`src/rtl/zapper_ctrl.sv`:
```
// zapper_ctrl: light-gun front end for the Duck Hunt display path.
// Debounces the raw trigger, then sequences black frame(s) followed by
// target-box frame(s), sampling the photodiode to decide hit or miss.
//
// Ports:
//   clk          pixel clock
//   reset_n      asynchronous active-low reset
//   trigger_n    raw trigger pin, active-low, asynchronous
//   light_in     photodiode comparator, active-high, asynchronous
//   frame_start  one-cycle pulse at the start of each frame (clk domain)
//   flash_black  request a full black frame from pattern_gen
//   flash_target request the white target box frame from pattern_gen
//   shot_fired   one-cycle pulse when a shot is accepted
//   hit / miss   one-cycle result pulses
//   busy         high whenever the FSM is not idle
//
// state   | meaning
// --------+-----------------------------------------------------------
// IDLE    | waiting for a debounced trigger press
// ARM     | shot accepted, waiting for the next frame boundary
// BLACK   | black frame(s) on screen, any light flags ambient
// TARGET  | target frame(s) on screen, counting light cycles
// RESULT  | one cycle, hit or miss pulse is high
// HOLDOFF | waiting for the trigger to be released
module zapper_ctrl #(
    parameter int DEBOUNCE_CYCLES = 250000,
    parameter int BLACK_FRAMES    = 1,
    parameter int TARGET_FRAMES   = 1,
    parameter int LIGHT_MIN       = 8
) (
    input  logic clk,
    input  logic reset_n,
    input  logic trigger_n,
    input  logic light_in,
    input  logic frame_start,
    output logic flash_black,
    output logic flash_target,
    output logic shot_fired,
    output logic hit,
    output logic miss,
    output logic busy
);

    localparam int DEB_W     = $clog2(DEBOUNCE_CYCLES + 1);
    localparam int LIGHT_W   = $clog2(LIGHT_MIN + 1);
    localparam int FRAME_MAX = (BLACK_FRAMES > TARGET_FRAMES) ? BLACK_FRAMES : TARGET_FRAMES;
    localparam int FRAME_W   = $clog2(FRAME_MAX + 1);

    localparam logic [DEB_W-1:0]   DEB_FULL    = DEB_W'(DEBOUNCE_CYCLES);
    localparam logic [LIGHT_W-1:0] LIGHT_FULL  = LIGHT_W'(LIGHT_MIN);
    localparam logic [FRAME_W-1:0] BLACK_DONE  = FRAME_W'(BLACK_FRAMES);
    localparam logic [FRAME_W-1:0] TARGET_DONE = FRAME_W'(TARGET_FRAMES);

    typedef enum logic [2:0] {
        S_IDLE,
        S_ARM,
        S_BLACK,
        S_TARGET,
        S_RESULT,
        S_HOLDOFF
    } state_t;

    state_t state, state_nxt;

    logic trig_meta, trig_sync;
    logic light_meta, light_sync;
    logic [DEB_W-1:0]   deb_cnt;
    logic               pressed, pressed_q, press_evt;
    logic [FRAME_W-1:0] frame_cnt, frame_inc;
    logic [LIGHT_W-1:0] light_cnt, light_cnt_nxt;
    logic               ambient;
    logic               score_hit;

    // Trigger idles released (1), light idles dark (0).
    always_ff @(posedge clk or negedge reset_n) begin
        if (!reset_n) begin
            trig_meta  <= 1'b1;
            trig_sync  <= 1'b1;
            light_meta <= 1'b0;
            light_sync <= 1'b0;
        end else begin
            trig_meta  <= trigger_n;
            trig_sync  <= trig_meta;
            light_meta <= light_in;
            light_sync <= light_meta;
        end
    end

    assign pressed   = (deb_cnt == DEB_FULL);
    assign press_evt = pressed & ~pressed_q;

    always_ff @(posedge clk or negedge reset_n) begin
        if (!reset_n) begin
            deb_cnt   <= '0;
            pressed_q <= 1'b0;
        end else begin
            if (trig_sync)
                deb_cnt <= '0;
            else if (!pressed)
                deb_cnt <= deb_cnt + DEB_W'(1);
            pressed_q <= pressed;
        end
    end

    assign frame_inc     = frame_cnt + FRAME_W'(1);
    assign light_cnt_nxt = (light_sync && (light_cnt != LIGHT_FULL)) ?
                           light_cnt + LIGHT_W'(1) : light_cnt;
    // Includes this cycle's light so the final TARGET cycle still counts.
    assign score_hit     = (light_cnt_nxt == LIGHT_FULL) && !ambient;

    always_ff @(posedge clk or negedge reset_n) begin
        if (!reset_n)
            state <= S_IDLE;
        else
            state <= state_nxt;
    end

    always_comb begin
        state_nxt = state;
        case (state)
            S_IDLE:    if (press_evt) state_nxt = S_ARM;
            S_ARM:     if (frame_start) state_nxt = S_BLACK;
            S_BLACK:   if (frame_start && (frame_inc == BLACK_DONE)) state_nxt = S_TARGET;
            S_TARGET:  if (frame_start && (frame_inc == TARGET_DONE)) state_nxt = S_RESULT;
            S_RESULT:  state_nxt = S_HOLDOFF;
            S_HOLDOFF: if (!pressed) state_nxt = S_IDLE;
            default:   state_nxt = S_IDLE;
        endcase
    end

    always_comb begin
        flash_black  = (state == S_BLACK);
        flash_target = (state == S_TARGET);
        busy         = (state != S_IDLE);
    end

    always_ff @(posedge clk or negedge reset_n) begin
        if (!reset_n) begin
            frame_cnt  <= '0;
            light_cnt  <= '0;
            ambient    <= 1'b0;
            shot_fired <= 1'b0;
            hit        <= 1'b0;
            miss       <= 1'b0;
        end else begin
            shot_fired <= (state == S_IDLE) && press_evt;
            hit        <= 1'b0;
            miss       <= 1'b0;
            case (state)
                S_ARM: begin
                    if (frame_start) begin
                        frame_cnt <= '0;
                        ambient   <= 1'b0;
                    end
                end
                S_BLACK: begin
                    if (light_sync)
                        ambient <= 1'b1;
                    if (state_nxt == S_TARGET) begin
                        frame_cnt <= '0;
                        light_cnt <= '0;
                    end else if (frame_start) begin
                        frame_cnt <= frame_inc;
                    end
                end
                S_TARGET: begin
                    light_cnt <= light_cnt_nxt;
                    if (frame_start)
                        frame_cnt <= frame_inc;
                    // Result pulse is registered on entry so it is high during RESULT.
                    if (state_nxt == S_RESULT) begin
                        hit  <= score_hit;
                        miss <= !score_hit;
                    end
                end
                default: ;
            endcase
        end
    end

endmodule

```
`config.mk`:
```
export PLATFORM = sky130hd
export DESIGN_NAME = zapper_ctrl
export DESIGN_NICKNAME = d
export VERILOG_FILES = /design/src/rtl/zapper_ctrl.sv
export SDC_FILE = /design/constraint.sdc
export NUM_CORES = 1
export LEC_CHECK = 0
export BUFFER_PORTS_ARGS = -buffer_cell sky130_fd_sc_hd__buf_2
export CELL_PAD_IN_SITES_DETAIL_PLACEMENT = 1
export CELL_PAD_IN_SITES_GLOBAL_PLACEMENT = 2
export CORE_MARGIN = 2
export CORE_UTILIZATION = 40
export CTS_BUF_LIST = sky130_fd_sc_hd__clkbuf_2
export DETAILED_ROUTE_END_ITERATION = 10
export HOLD_SLACK_MARGIN = 0.03
export PLACE_DENSITY = 0.81
export REMOVE_ABC_BUFFERS = 1
export SYNTH_ARGS = -nofsm -noshare
export SYNTH_HDL_FRONTEND = slang
export SYNTH_SLANG_ARGS = --single-unit
```
`constraint.sdc`:
```
create_clock -name clk -period 2.45 [get_ports clk]
set_clock_uncertainty 0.2 [all_clocks]
set_input_delay 0.245 -clock clk [delete_from_list [all_inputs] [get_ports clk]]
set_output_delay 0.245 -clock clk [all_outputs]
set_load 0.005 [all_outputs]
```
==> run summary <==
# port buffers -> 10
worst min path class -> reg -> reg
pin slew with the least headroom to its limit -> 0.786 ns
leakage -> 0.879 nW
DR vias -> 1379
routed wire length -> 3860 µm
final period utilization -> 82.3%
CP Capture Type -> flip-flop
Die X -> 70.8 µm
Startpoint Class -> flip-flop
Yosys cell types -> 40
Cells after Synth -> 186
final setup vio count -> 0
largest family of logic cells by synthesized area -> simple AND/OR/NAND/NOR gates
XOR/XNOR Fraction of Synth Area -> 5.40%
final setup TNS -> 0 ns
DRT iter0 DRCs -> 33
Clock Sink Count -> 35
number of flops mapped to enable cells by yosys -> 0
ant diodes -> 0
GP Congestion -> 0.765
Die ar. -> 5010 µm²
critical-path cell list -> and4_1, nand4_1, or3_1, a21oi_1
fraction of layout instances using a drive strength above 1 -> 9.45%
Max Cap Viol -> 0
register area share after synthesis -> 49.2%
cell taking the most area after synthesis -> dfrtp_1
Post-DRT Antenna Nets -> 0
Final nets -> 210
Vias/cell -> 5.45
crit-path leading delay family -> simple AND/OR/NAND/NOR gates
pwr/cell area -> 460 nW/µm²
dominant cells by area after synthesis -> dfrtp_1 (46%), xor2_1 (4.9%), a21oi_1 (4.8%)
post-detail-place hpwl -> 2810 µm
Max IR drop VDD -> 0.317 mV
CTS clk-pin slew, worst paths -> 0.17 ns
Worst-Skew Late Latency -> 0.37 ns
Slew Limit Fails -> 0
Syn Area/Cell -> 9.60 µm²
Largest stage delay, worst path -> 0.49 ns
count leader, synth -> dfrtp_1
initial core utilization -> 41.3%
die height -> 70.8 µm
Mapped Area -> 1790 µm²
Cells after DPL -> 241
synth warn -> 0
Relative slew margins -> 47.6%
Finished Layout Cells -> 253
fraction of registers with async set or reset after synthesis -> 100%
compound-gate portion of the synthesized area -> 12.4%
core area -> 4320 µm²
crit path max-delay cell type -> dfrtp_1
status -> finished, final reports clean
top post-synthesis cells by count -> dfrtp_1 (33), nor2_1 (20), a21oi_1 (17), nand2_1 (17), xor2_1 (10)
drt drc -> 0
crit path max fanout -> 8
portion of netlist area occupied by mux cells -> 1.75%
drt pass-1 iters -> 4
Synth Register Bits -> 35
vias in the first global route -> 1440
total CTS buffers -> 5
Worst Path Buf+Inv -> 0
post-synth top area share -> 46.3%
Critical Path RT -> 2.54 ns
CP Class -> reg -> reg
global-route wire length before repair -> 6640 µm
total gr overflow -> 0
CTS tree -> built
CTS max path bufs -> 2
Ports -> 11
final period demand of the worst path -> 2.02 ns
WL/cell -> 15.3 µm
initial antenna violation count -> 0
H-tree depth -> 2
FMAX -> 0.496 GHz
setup bufs post-CTS -> 0
largest net degree at the start of global routing -> 36
Synth Area in Adders -> 3.50%
main flop type after synthesis -> dfrtp_1
CTS root buf -> clkbuf_2
Area Growth Syn to Fin -> 8.83%
Final Hold Viols -> 0
Post-Synth Simple-Gate Area -> 23.9%
WP data arrival -> 2.11 ns
GRT Overall Usage -> 17.1%
FP Rows -> 24
unrepaired setup endpoints after global routing -> no
-- cell families (layout without fill, tap and decap cells) --
logic type | count (synthesis) | count (layout)
buffers and inverters | 16 | 31
xor gates and xnor gates | 11 | 11
adders and majority gates | 5 | 5
muxes | 3 | 3
DFF | 35 | 35
and+or+nand+nor | 78 | 78
AOI/OAI and AO/OA | 38 | 38
-- layout make-up --
class,count,area [µm²]
fillers,512,2380
flip-flops and latches,35,878
multi-input cells,135,838
repair buffers,14,90.1
well taps,52,65.1
inverters,9,33.8
clock buffers,6,30.0
clock inverters,2,7.51
-- per-layer routing --
metal | share of wire (%) | global-route usage [%] | wire length, µm | up-vias
li1 | - | - | - | 679
met1 | 43 | 18.6 | 1650 | 678
met2 | 53 | 31.8 | 2040 | 16
met3 | 3.1 | 4.70 | 118 | 6
met4 | 1.5 | 5.66 | 58 | 0
met5 | 0 | 0 | 0 | -
-- metrics by stage --
step           hold slack, ns  util (%)  setup WS, ns  total power [mW]  instance area [µm²]
6_report                0.168      44.9         0.433             0.894                 1940
5_1_grt                 0.183      44.9         0.284             0.943                 1940
4_1_cts                 0.170      44.9         0.435             0.912                 1940
3_5_place_dp            0.141      43.1         0.474             0.646                 1870
3_3_place_gp            0.132      43.1         0.545             0.643                 1870
2_1_floorplan          -0.251         -         0.676             0.622                 1750
-- path summary, 6_finish.rpt --
| check | from | slack [ns] | endpoint | depth (start not counted) |
|---|---|---|---|---|
| setup reg to reg | deb_cnt[2]$_DFFE_PN0P_ | 0.43 | deb_cnt[14]$_DFFE_PN0P_ | 4 |
| hold reg to reg | trig_meta$_DFF_PN1_ | 0.17 | trig_sync$_DFF_PN1_ | 0 |
| setup / recovery | deb_cnt[2]$_DFFE_PN0P_ | 0.43 | deb_cnt[14]$_DFFE_PN0P_ | 4 |
| hold / removal | trig_meta$_DFF_PN1_ | 0.17 | trig_sync$_DFF_PN1_ | 0 |
| max in group asynchronous | reset_n | 1.28 | deb_cnt[10]$_DFFE_PN0P_ | 2 |
| min in group asynchronous | reset_n | 0.25 | miss$_DFF_PN0_ | 2 |
-- where the power goes --
| group | leakage (nW) | internal [mW] | switching, mW |
|---|---|---|---|
| registers | 0.465 | 0.587 | 0.0108 |
| clock network | 0.0281 | 0.0687 | 0.186 |
| logic | 0.386 | 0.0152 | 0.0258 |
-- layout by cell type, fill, tap and decap left out, drive strengths merged, types with 2 or more instances in the layout --
cell          n
a21oi        17
a22o          2
and2          2
and4          4
buf          10
clkbuf        6
clkinv        2
dfrtp        33
dfstp         2
dlygate4sd3   4
ha            5
inv           9
mux2i         2
nand2        17
nand2b        2
nand3         9
nand4         8
nor2         20
nor2b         3
nor4b         2
o211ai        2
o21ai        10
o31ai         2
or3           4
xor2         10
-- worst reg2reg max path: stages, from the launching register on --
cell,delay [ns]
dfrtp_1,0.49
and4_1,0.43
nand4_1,0.29
or3_1,0.37
a21oi_1,0.16
-- sequential cells by signal, indices dropped and copies added, names as in the netlist --
signal      flops
light_sync      1
light_cnt       4
state           3
miss            1
ambient         1
hit             1
light_meta      1
deb_cnt        18
pressed_q       1
trig_meta       1
shot_fired      1
trig_sync       1
frame_cnt       1
-- timing repair --
| action | 4_1_cts | 5_1_grt |
|---|---|---|
| endpoints found under the hold margin | 36 | 0 |
| resized for setup | 0 | 0 |
| hold buffers | 4 | 0 |
No activity file was read; power rests on OpenSTA's default activity.
